==> src/rtl/tag_stream_engine.sv <==
// Streaming key-programmable tag generator: folds DATA_SIZE-bit beats into a TAG_SIZE accumulator.
// Optional macro TAG_LEN_MIX_EN mixes the saturating message beat count into the final tag.
module tag_stream_engine #(
    parameter int DATA_SIZE = 32,
    parameter int TAG_SIZE  = 8,
    parameter int CNT_W     = 16,
    parameter logic [(DATA_SIZE/TAG_SIZE)*(1+$clog2(TAG_SIZE))-1:0] KEY_INIT = 16'hDEAD
) (
    input  logic                                                   clk,
    input  logic                                                   reset,
    input  logic                                                   key_we,
    input  logic [(DATA_SIZE/TAG_SIZE)*(1+$clog2(TAG_SIZE))-1:0]   key_in,
    output logic                                                   key_err,
    input  logic                                                   in_valid,
    output logic                                                   in_ready,
    input  logic [DATA_SIZE-1:0]                                   in_data,
    input  logic                                                   in_last,
    output logic                                                   out_valid,
    input  logic                                                   out_ready,
    output logic [TAG_SIZE-1:0]                                    tag,
    output logic                                                   busy
);
    localparam int NB       = DATA_SIZE / TAG_SIZE;
    localparam int RW       = $clog2(TAG_SIZE);
    localparam int KEY_SIZE = NB * (1 + RW);

    // Handshakes: a transfer happens on a rising edge where valid and ready are both 1;
    // the source holds payload stable while valid is high and ready is low.
    typedef enum logic {ACC = 1'b0, HOLD = 1'b1} state_t;

    state_t              state, state_next;
    logic [KEY_SIZE-1:0] key;
    logic [TAG_SIZE-1:0] acc;
    logic [TAG_SIZE-1:0] acc_next;
    logic [TAG_SIZE-1:0] fold;
    logic [TAG_SIZE-1:0] final_tag;
    logic [TAG_SIZE-1:0] blk;
    logic [RW:0]         fld;
    logic                msg_active;
    logic                beat;
    logic                tag_done;
    logic                key_ok;

    // Rotate left by r in [0, TAG_SIZE-1]; the doubled word avoids a shift by TAG_SIZE.
    function automatic logic [TAG_SIZE-1:0] rotl(input logic [TAG_SIZE-1:0] v,
                                                 input logic [RW-1:0] r);
        logic [2*TAG_SIZE-1:0] d;
        d = {v, v} << r;
        return d[2*TAG_SIZE-1:TAG_SIZE];
    endfunction

    always_comb begin
        fold = '0;
        fld  = '0;
        blk  = '0;
        for (int i = 0; i < NB; i++) begin
            fld = key[i*(1+RW) +: (1+RW)];
            blk = in_data[i*TAG_SIZE +: TAG_SIZE];
            if (fld[0]) blk = ~blk;
            fold = fold ^ rotl(blk, fld[RW:1]);
        end
    end

    assign acc_next = {acc[TAG_SIZE-2:0], acc[TAG_SIZE-1]} ^ fold;
    assign beat     = (state == ACC) && in_valid;
    assign tag_done = (state == HOLD) && out_ready;
    assign key_ok   = (state == ACC) && !msg_active;
    assign busy     = msg_active || (state == HOLD);

`ifdef TAG_LEN_MIX_EN
    logic [CNT_W-1:0]    cnt;
    logic [CNT_W-1:0]    cnt_inc;
    logic [TAG_SIZE-1:0] len_mix;

    assign cnt_inc = (cnt == {CNT_W{1'b1}}) ? cnt : cnt + CNT_W'(1);

    always_comb begin
        len_mix = '0;
        for (int b = 0; b < TAG_SIZE && b < CNT_W; b++) len_mix[b] = cnt_inc[b];
    end

    assign final_tag = acc_next ^ len_mix;

    always_ff @(posedge clk or posedge reset) begin
        if (reset)     cnt <= '0;
        else if (beat) cnt <= in_last ? '0 : cnt_inc;
    end
`else
    assign final_tag = acc_next;
`endif

    always_ff @(posedge clk or posedge reset) begin
        if (reset) state <= ACC;
        else        state <= state_next;
    end

    always_comb begin
        state_next = state;
        in_ready   = 1'b0;
        case (state)
            ACC: begin
                in_ready = 1'b1;
                if (in_valid && in_last) state_next = HOLD;
            end
            HOLD: begin
                if (out_ready) state_next = ACC;
            end
            default: state_next = ACC;
        endcase
    end

    always_ff @(posedge clk or posedge reset) begin
        if (reset) begin
            acc        <= '0;
            msg_active <= 1'b0;
            tag        <= '0;
            out_valid  <= 1'b0;
        end else begin
            if (beat) begin
                if (in_last) begin
                    tag        <= final_tag;
                    out_valid  <= 1'b1;
                    acc        <= '0;
                    msg_active <= 1'b0;
                end else begin
                    acc        <= acc_next;
                    msg_active <= 1'b1;
                end
            end
            if (tag_done) out_valid <= 1'b0;
        end
    end

    // The key may only change between messages; a beat on the same edge still sees the old key.
    always_ff @(posedge clk or posedge reset) begin
        if (reset) begin
            key     <= KEY_INIT;
            key_err <= 1'b0;
        end else begin
            key_err <= key_we && !key_ok;
            if (key_we && key_ok) key <= key_in;
        end
    end

endmodule

==> config.mk <==
export PLATFORM = sky130hd
export DESIGN_NAME = tag_stream_engine
export DESIGN_NICKNAME = d
export VERILOG_FILES = /design/src/rtl/tag_stream_engine.sv
export SDC_FILE = /design/constraint.sdc
export NUM_CORES = 1
export LEC_CHECK = 0
export BUFFER_PORTS_ARGS = -buffer_cell sky130_fd_sc_hd__buf_2
export CAP_MARGIN = 40
export CORE_ASPECT_RATIO = 1.1
export CORE_UTILIZATION = 50
export CTS_CLUSTER_SIZE = 24
export DETAILED_ROUTE_END_ITERATION = 7
export GPL_TIMING_DRIVEN = 0
export PLACE_DENSITY_LB_ADDON = 0.1
export SLEW_MARGIN = 20
export SYNTH_ARGS = -nofsm -noshare
export SYNTH_HDL_FRONTEND = slang
export SYNTH_SLANG_ARGS = --single-unit
==> constraint.sdc <==
create_clock -name clk -period 3.1 [get_ports clk]
set_clock_uncertainty 0.15 [all_clocks]
set_input_delay 0.155 -clock clk [delete_from_list [all_inputs] [get_ports clk]]
set_output_delay 0.155 -clock clk [all_outputs]
set_load 0.01 [all_outputs]
# Yosys cells after proc, flatten, opt, wreduce, memory -nomap -nowiden
# Index checks and enable logic that the tools add are counted.
# totals
regBits	36
in_bits	54
out_inout_bits	12
word_cells	46
# classes
shift	4
muxes	13
n_bitwise	9
reduce_logical	13
# ops
cell	n
$shl A16 B3 Y16	4
$mux W8	5
$not A8 Y8	4
$xor A8 B8 Y8	4
$mux W1	7
$logic_and A1 B1 Y1	6
$reduce_and A2 Y1	2
$reduce_bool A2 Y1	2
$logic_not A1 Y1	2
$pmux W1 S2	1
$logic_or A1 B1 Y1	1
$not A1 Y1	1

# Depth between registers and ports, before layout
# Gate-level depths: netlist of the first run.
# depth
depth_word	8
ltp_mapped	8
depth_no_buf	6

# Worst setup path before layout of the first run
# OpenSTA, ideal clock, no wires.
# synth_timing
path_type	flip-flop to flip-flop
startpoint	register key[5]
endpoint	register tag[6]
setup_ps	125
arrival_time_ps	2198
required_time_ps	2825
slack_ps	627
stages_incl_launch_ff	8
n_path_buf	1
synth_period_minus_slack_ps	2473
cell_sequence	dfstp_2 > buf_2 > mux4_2 > mux2i_1 > o221ai_1 > xnor2_1 > xnor3_1 > mux2_2
# synth_between
elab_chain_cells	5
# synth_lines
element	line	rtl
start, declared	32	logic [KEY_SIZE-1:0] key;
start signal, assigned	141	if (key_we && key_ok) key <= key_in;
$shl A16 B3 Y16	48	d = {v, v} << r;
$xor A8 B8 Y8 (3 in series)	60	fold = fold ^ rotl(blk, fld[RW:1]);
$xor A8 B8 Y8	64	assign acc_next = {acc[TAG_SIZE-2:0], acc[TAG_SIZE-1]} ^ fold;
end signal, assigned	121	tag <= final_tag;
end, declared	20	output logic [TAG_SIZE-1:0] tag,
# Every way passes these cells.
# A chain may end at the register's enable or synchronous reset.

# Worst setup path after layout of the first run
# Ends and elaborated chain as after synthesis.

==> impl_metrics.json, run 1 <==
{
  "vdd_drop_max_uv": 641.3,
  "cts_tree": "yes",
  "cp_top_family": "multiplexers",
  "post_synth.cell_area_avg_sq_um": 11.65,
  "dp.cells": 459,
  "ys_types": 47,
  "worst_setup_path_start_kind": "flip-flop",
  "drive_gt1_frac": 0.4015,
  "synthTopCellsByCount": "60 x mux2i_1, 39 x xnor2_1, 25 x dfrtp_1, 22 x mux2_2, 19 x mux4_2",
  "yosysMostFrequentCell": "mux2i_1",
  "slew_headroom": 0.5425,
  "finalMaxSlewViolations": 0,
  "clk_latency_ns": 0.30,
  "instances_no_fill": 486,
  "yosysWarnings": 0,
  "grt_setup_unrepaired": "false",
  "ys_ff_latch": 36,
  "grt_pass1_vias": 2727,
  "setup_viol": 0,
  "die_x_microns": 82.78,
  "yosys.area.top_type": "dfrtp_1",
  "fin_crit_sh": 0.8736,
  "tightest_slew_ns": 0.6690,
  "drcViolationCount": 0,
  "cp_data_arrival_time_ns": 2.74,
  "core_area_sq_um": 6967,
  "fp-row-count": 32,
  "port_buffers": 65,
  "rr_worst_depth": 7,
  "grt_usage": 0.2258,
  "fin_nets": 454,
  "r2r_slack_ns": 0.39,
  "gp_congestion": 0.7981,
  "cp_num_cells": 7,
  "ys_seq_area_frac": 0.2549,
  "yosys-top-cells-area": "dfrtp_1 17%, mux2i_1 17%, mux4_2 12%",
  "clk_pin_slew_ns": 0.08,
  "status": "finished clean",
  "post_cts_buffers": 0,
  "synth_edf_count": 0,
  "yosysTopAreaCellShare": 0.1743,
  "grt_pass1_wl_microns": 12900,
  "cts-root-buf": "clkbuf_8",
  "crit_start": "key[5]$_DFFE_PP1P_",
  "fin_crit_ns": 2.708,
  "die_y_microns": 90.85,
  "num_io_pins": 66,
  "required_ns": 3.13,
  "totalPowerFinal_mw": 4.787,
  "power.leakage_nw": 1.897,
  "hpwl_microns": 6179,
  "cp_slowest_cell": "mux4_2",
  "synthFlopType": "dfrtp_1",
  "syn-num-nets": 362,
  "avgViaCountPerCell": 5.566,
  "antenna_left": 0,
  "max_stage_delay_ns": 0.59,
  "die-area_sq_um": 7520,
  "maxCapViolations": 0,
  "hold_viol": 0,
  "hold_class": "primary input to flip-flop",
  "htree_levels": 2,
  "path_cells": "buf_2, mux4_2, mux2i_1, o221ai_1, xnor2_1, xnor3_1, mux2_2",
  "multiInputGateArea_sq_um": 2517,
  "start_util": 0.5151,
  "synth_area_sq_um": 3588,
  "synthCells": 308,
  "finalWirelength_microns": 7882,
  "tns_ns": 0,
  "overflow": 0,
  "drt_pass1_iterations": 4,
  "crit_buf_inv": 1,
  "antenna_found_initial": 0,
  "powerDensity_nw_per_um2": 1102,
  "path_class": "flip-flop to flip-flop",
  "vias": 2705,
  "drt_iter0_drc": 64,
  "cts.sinks": 36,
  "clk_path_buf_depth": 2,
  "rr_endpoint": "tag[6]$_DFFE_PP0P_",
  "endpoint_kind": "flip-flop",
  "crit_end": "tag[6]$_DFFE_PP0P_",
  "diodes": 0,
  "fillers": 615,
  "async_reset_ff_frac": 1.000,
  "grt_start_max_net_pins": 25,
  "seq_area_sq_um": 914.6,
  "crit_path_max_fanout": 9,
  "area_delta_synth_final_pct": 21.09,
  "fmax_mhz": 369.3,
  "cts_buffers": 5,
  "wl_per_cell_microns": 16.22,
  "r2r-start": "key[5]$_DFFE_PP1P_"
}
-- routing by layer --
metal | GRT usage | up-vias | wire (microns)
met3 | 0.03030 | 8 | 234
met2 | 0.3859 | 57 | 3969
met4 | 0.05316 | 0 | 100
li1 | - | 1324 | -
met1 | 0.2962 | 1316 | 3578
met5 | 0 | - | 0
-- registers in the layout, summed over array words and instances (netlist names) --
signal / count
key: 16
acc: 8
tag: 8
key_err: 1
msg_active: 1
out_valid: 1
state: 1
-- where the power goes --
part / leakage [nW] / internal [mW] / switching (mW)
Clock: 0.0552 / 0.239 / 0.187
Sequential: 0.422 / 0.690 / 0.109
Combinational: 1.42 / 1.83 / 1.73
-- cell families after synthesis --
kind of cell	Yosys count	synth area share
flip-flops	36	0.2549
multiplexers	108	0.3884
AND/OR/NAND/NOR	50	0.08054
buffers and inverters	26	0.04358
AO/OA/AOI/OAI	28	0.07009
XOR/XNOR	60	0.1625
-- metrics by stage --
stage,setup slack [ns],util,hold WS [ns],area [sq um]
floorplan,0.6273,-,0.1014,3588
global placement,0.4347,0.5770,0.2103,4020
detailed placement,0.3993,0.5810,0.005878,4048
CTS,0.3849,0.6237,0.08774,4345
global route,0.2719,0.6237,0.1166,4345
finish,0.3919,0.6237,0.09051,4345
-- what timing repair did --
action | in CTS | in global routing
hold buffers | 19 | 0
hold endpoints to repair | 52 | 0
gates resized for setup | 0 | 0
setup endpoints to repair | 0 | 0
-- final cells by class --
type                            count  share of cell area
Tap cell                           85             0.02447
Inverter                            3            0.002591
Clock inverter                      2            0.008062
Sequential cell                    36              0.2105
Buffer                             23             0.03340
Multi-Input combinational cell    246              0.5793
Clock buffer                        6             0.01670
Timing Repair Buffer               85              0.1250
-- layout by cell type, fill, tap and decap left out, types with 2 or more instances in the layout --
master,netlist,final
nor2_1,6,6
xnor2_2,3,3
o221ai_1,2,2
or3b_1,5,5
buf_4,3,3
nand3_1,3,3
xnor3_1,2,2
mux2_2,22,22
clkbuf_8,1,6
nor2b_1,2,2
nand3b_1,10,10
and2_1,2,2
buf_6,3,3
mux4_2,19,19
clkbuf_1,5,6
dlygate4sd3_1,0,19
inv_1,3,2
a2111oi_2,4,4
buf_2,9,74
xor2_1,15,15
a22o_1,5,5
nand2_1,14,14
o21ai_1,7,7
dfstp_2,11,11
mux2i_1,60,60
xnor2_1,39,39
dfrtp_1,25,25
o21ai_0,2,2
mux2i_2,5,5
nand2b_1,3,3
-- worst reg2reg max path, delay by kind of cell, from the launching register on --
kind	cells	cell delay, ns
AOI/OAI and AO/OA	1	0.18
xor gates and xnor gates	2	0.47
buffers and inverters	1	0.25
DFF	1	0.51
muxes	3	1.04
-- how the worst min path moves through the flow --
stage               cells past startpoint      start  slack [ns]                  to
floorplan                               1  out_ready        0.10     state$_DFF_PP0_
global placement                        2  out_ready        0.21     state$_DFF_PP0_
CTS                                     3    in_last        0.09  acc[1]$_DFFE_PP0P_
finish                                  3    in_last        0.09  acc[1]$_DFFE_PP0P_
detailed placement                      2      reset       0.006   key_err$_DFF_PP0_
global route                            3    in_last        0.12  acc[7]$_DFFE_PP0P_
No activity file was read; power rests on OpenSTA's default activity.
==> inputs of run 2 (changes only) <==
--- a/config.mk
+++ b/config.mk
@@ -5,6 +5,7 @@
 export SDC_FILE = /design/constraint.sdc
 export NUM_CORES = 1
 export LEC_CHECK = 0
+export ABC_AREA = 1
 export BUFFER_PORTS_ARGS = -buffer_cell sky130_fd_sc_hd__buf_2
 export CAP_MARGIN = 40
 export CORE_ASPECT_RATIO = 1.1
@@ -13,7 +14,6 @@
 export DETAILED_ROUTE_END_ITERATION = 7
 export GPL_TIMING_DRIVEN = 0
 export PLACE_DENSITY_LB_ADDON = 0.1
-export SLEW_MARGIN = 20
 export SYNTH_ARGS = -nofsm -noshare
 export SYNTH_HDL_FRONTEND = slang
 export SYNTH_SLANG_ARGS = --single-unit
==> constraint.sdc (replaced) <==
create_clock -name clk -period 3.35 [get_ports clk]
set_clock_uncertainty 0.15 [all_clocks]
set_input_delay 0.1675 -clock clk [delete_from_list [all_inputs] [get_ports clk]]
set_output_delay 0.1675 -clock clk [all_outputs]
set_load 0.01 [all_outputs]
==> run 2 against run 1 <==
Against the previous run: register-to-register slack improved by 0.85 ns; area after synthesis rose by 22%; fmax rose by 28%; highest routed layer unchanged; non-clock buffer count rose by 14; sequential power fell by 9.6%; setup slack improved by 0.85 ns; critical endpoint is now tag[4]$_DFFE_PP0P_; clock power fell by 28%; die area rose by 22%.
==> impl_metrics.json, run 2 <==
{
  "slew_headroom": 0.5197,
  "tightest_slew_ns": 0.7196,
  "grt_usage": 0.2860,
  "cts.sinks": 36,
  "rr_worst_depth": 12,
  "grt_start_max_net_pins": 21,
  "grt_setup_unrepaired": "false",
  "die_y_microns": 100.3,
  "cts_tree": "yes",
  "vdd_drop_max_uv": 334.6,
  "hold_class": "primary input to flip-flop",
  "r2r_slack_ns": 1.24,
  "power_frac_seq": 0.190,
  "final_core_util": 0.6101,
  "antenna_found_initial": 0,
  "port_buffers": 65,
  "rr_endpoint": "tag[4]$_DFFE_PP0P_",
  "synthFlopType": "dfrtp_1",
  "drt_iter0_drc": 364,
  "most-common-layout-cells": "296 x nand3_1, 279 x nand2_1, 76 x buf_2, 68 x inv_1, 25 x dfrtp_1",
  "switchingPower_mw": 2.060,
  "r2r-start": "key[12]$_DFFE_PP1P_",
  "timing.hold.ws_ns": 0.005168,
  "grt_pass1_wl_microns": 21560,
  "cts-root-buf": "clkbuf_8",
  "crit_start": "key[12]$_DFFE_PP1P_",
  "path_class": "flip-flop to flip-flop",
  "post_cts_buffers": 0,
  "syn-num-nets": 843,
  "die_x_microns": 91.33,
  "drcViolationCount": 0,
  "drive_gt1_frac": 0.1576,
  "hold_viol": 0,
  "p_int_mw": 1.731,
  "clk_pin_slew_ns": 0.08,
  "antenna_left": 0,
  "synthCells": 789,
  "required_ns": 3.38,
  "top_register": "key",
  "seq_area_sq_um": 914.6,
  "multiInputGateArea_sq_um": 2928,
  "fin_crit_ns": 2.110,
  "crit_path_max_fanout": 10,
  "fin_crit_sh": 0.6300,
  "final_common_cell": "nand3_1",
  "powerDensity_nw_per_um2": 735.1,
  "ys_seq_area_frac": 0.2084,
  "yosysWarnings": 0,
  "yosysMostFrequentCell": "nand3_1",
  "num_io_pins": 66,
  "ys_types": 21,
  "pwr-share-clk": 0.081,
  "finalMaxSlewViolations": 0,
  "clk_latency_ns": 0.29,
  "fillers": 823,
  "largest_reg_flops": 16,
  "gp_congestion": 0.9329,
  "status": "finished clean",
  "synthTopCellsByCount": "296 x nand3_1, 279 x nand2_1, 68 x inv_1, 25 x dfrtp_1, 19 x nor2_1",
  "wl_per_cell_microns": 13.11,
  "hpwl_microns": 10300,
  "htree_levels": 2,
  "maxCapViolations": 0,
  "vias": 5433,
  "tns_ns": 0,
  "power.leakage_nw": 2.926,
  "yosys-top-cells-area": "nand3_1 34%, nand2_1 24%, dfrtp_1 14%",
  "area_delta_synth_final_pct": 17.47,
  "worst_setup_path_start_kind": "flip-flop",
  "yosysTopAreaCellShare": 0.3375,
  "grt_pass1_vias": 4736,
  "core_area_sq_um": 8452,
  "synth_edf_count": 0,
  "fin_nets": 935,
  "setup_viol": 0,
  "finalWirelength_microns": 13020,
  "fmax_mhz": 473.9,
  "drt_pass1_iterations": 4,
  "async_reset_ff_frac": 1.000,
  "endpoint_kind": "flip-flop",
  "post_synth.cell_area_avg_sq_um": 5.563,
  "cts_buffers": 5,
  "diodes": 0,
  "ys_ff_latch": 36,
  "avgViaCountPerCell": 5.471,
  "yosys.area.top_type": "nand3_1",
  "overflow": 0,
  "fp-row-count": 35,
  "crit_end": "tag[4]$_DFFE_PP0P_",
  "start_util": 0.5193,
  "synth_area_sq_um": 4389,
  "totalPowerFinal_mw": 3.790,
  "die-area_sq_um": 9157,
  "cp_data_arrival_time_ns": 2.14,
  "p_comb_frac": 0.728,
  "largestRegisters": "key (16), acc (8), tag (8)",
  "clk_path_buf_depth": 2,
  "p_sw_frac": 0.5435
}
run 2: changes by cell type in the layout (fill, tap and decap cells not counted), sizes merged, moves of 20 or more:
| cell | delta |
|---|---|
| inv | +73 |
| mux2 | -22 |
| mux2i | -66 |
| mux4 | -20 |
| nand2 | +274 |
| nand3 | +307 |
| xnor2 | -42 |
run 2: worst min-delay path by stage:
| stage | start | to | depth (start not counted) |
|---|---|---|---|
| 6_report | key_in[13] | key[13]$_DFFE_PP0P_ | 3 |
| 4_1_cts | key_in[13] | key[13]$_DFFE_PP0P_ | 3 |
| 5_1_grt | key_in[13] | key[13]$_DFFE_PP0P_ | 3 |
| 2_1_floorplan | out_ready | state$_DFF_PP0_ | 1 |
| 3_3_place_gp | out_ready | state$_DFF_PP0_ | 2 |
| 3_5_place_dp | reset | tag[3]$_DFFE_PP0P_ | 2 |
run 2: per-stage QoR:
stage / setup WS, ns / instances / instance area [sq um]
2_1_floorplan: 1.549 / 789 / 4389
3_3_place_gp: 1.326 / 965 / 4853
3_5_place_dp: 1.283 / 966 / 4881
4_1_cts: 1.272 / 993 / 5156
5_1_grt: 1.071 / 993 / 5156
6_report: 1.240 / 993 / 5156
run 2: power groups by stage:
| stage | clock network [mW] | registers (mW) | logic (mW) |
|---|---|---|---|
| 6_report | 0.308 | 0.722 | 2.76 |
| 5_1_grt | 0.333 | 0.737 | 3.12 |
| 4_1_cts | 0.313 | 0.718 | 2.73 |
| 3_5_place_dp | 0 | 0.719 | 2.70 |
| 3_3_place_gp | 0 | 0.724 | 2.63 |
| 2_1_floorplan | 0 | 0.718 | 2.07 |
run 2: layout make-up:
cell class              instances  share of cell area
plain buffers                  37             0.04780
clock buffers                   7             0.01480
clock inverters                 1            0.001699
inverters                      76             0.05824
multi-input cells             640              0.5678
flip-flops and latches         36              0.1774
well taps                     111             0.02694
repair buffers                 85              0.1053
run 2: logic make-up after synthesis:
| group | after synthesis | synth area share |
|---|---|---|
| flip-flops | 36 | 0.2084 |
| buffers and inverters | 113 | 0.1246 |
| AND/OR/NAND/NOR | 622 | 0.6465 |
| AO/OA/AOI/OAI | 18 | 0.02053 |
run 2: worst max-delay path, cell delays in order (launching register included):
cell and delay, ns:
dfstp_2 0.53, buf_6 0.14, buf_6 0.15, nand2_1 0.09
nand3_1 0.11, nand3_1 0.11, nand3_1 0.10, nand2_1 0.07
nand2_1 0.06, nand2_1 0.10, nand3b_1 0.20, nand3_1 0.12
nand2_1 0.06
run 2: what timing repair did:
action	4_1_cts	5_1_grt
hold endpoints to repair	30	0
resized for setup	0	0
hold buffers	19	0
run 2: per-layer routing:
metal / track usage / vias up / wire, microns
met1: 0.4093 / 2435 / 6194
met4: 0.04274 / 0 / 146
met5: 0 / - / 0
li1: - / 2779 / -
met2: 0.4650 / 206 / 5825
met3: 0.04545 / 13 / 849
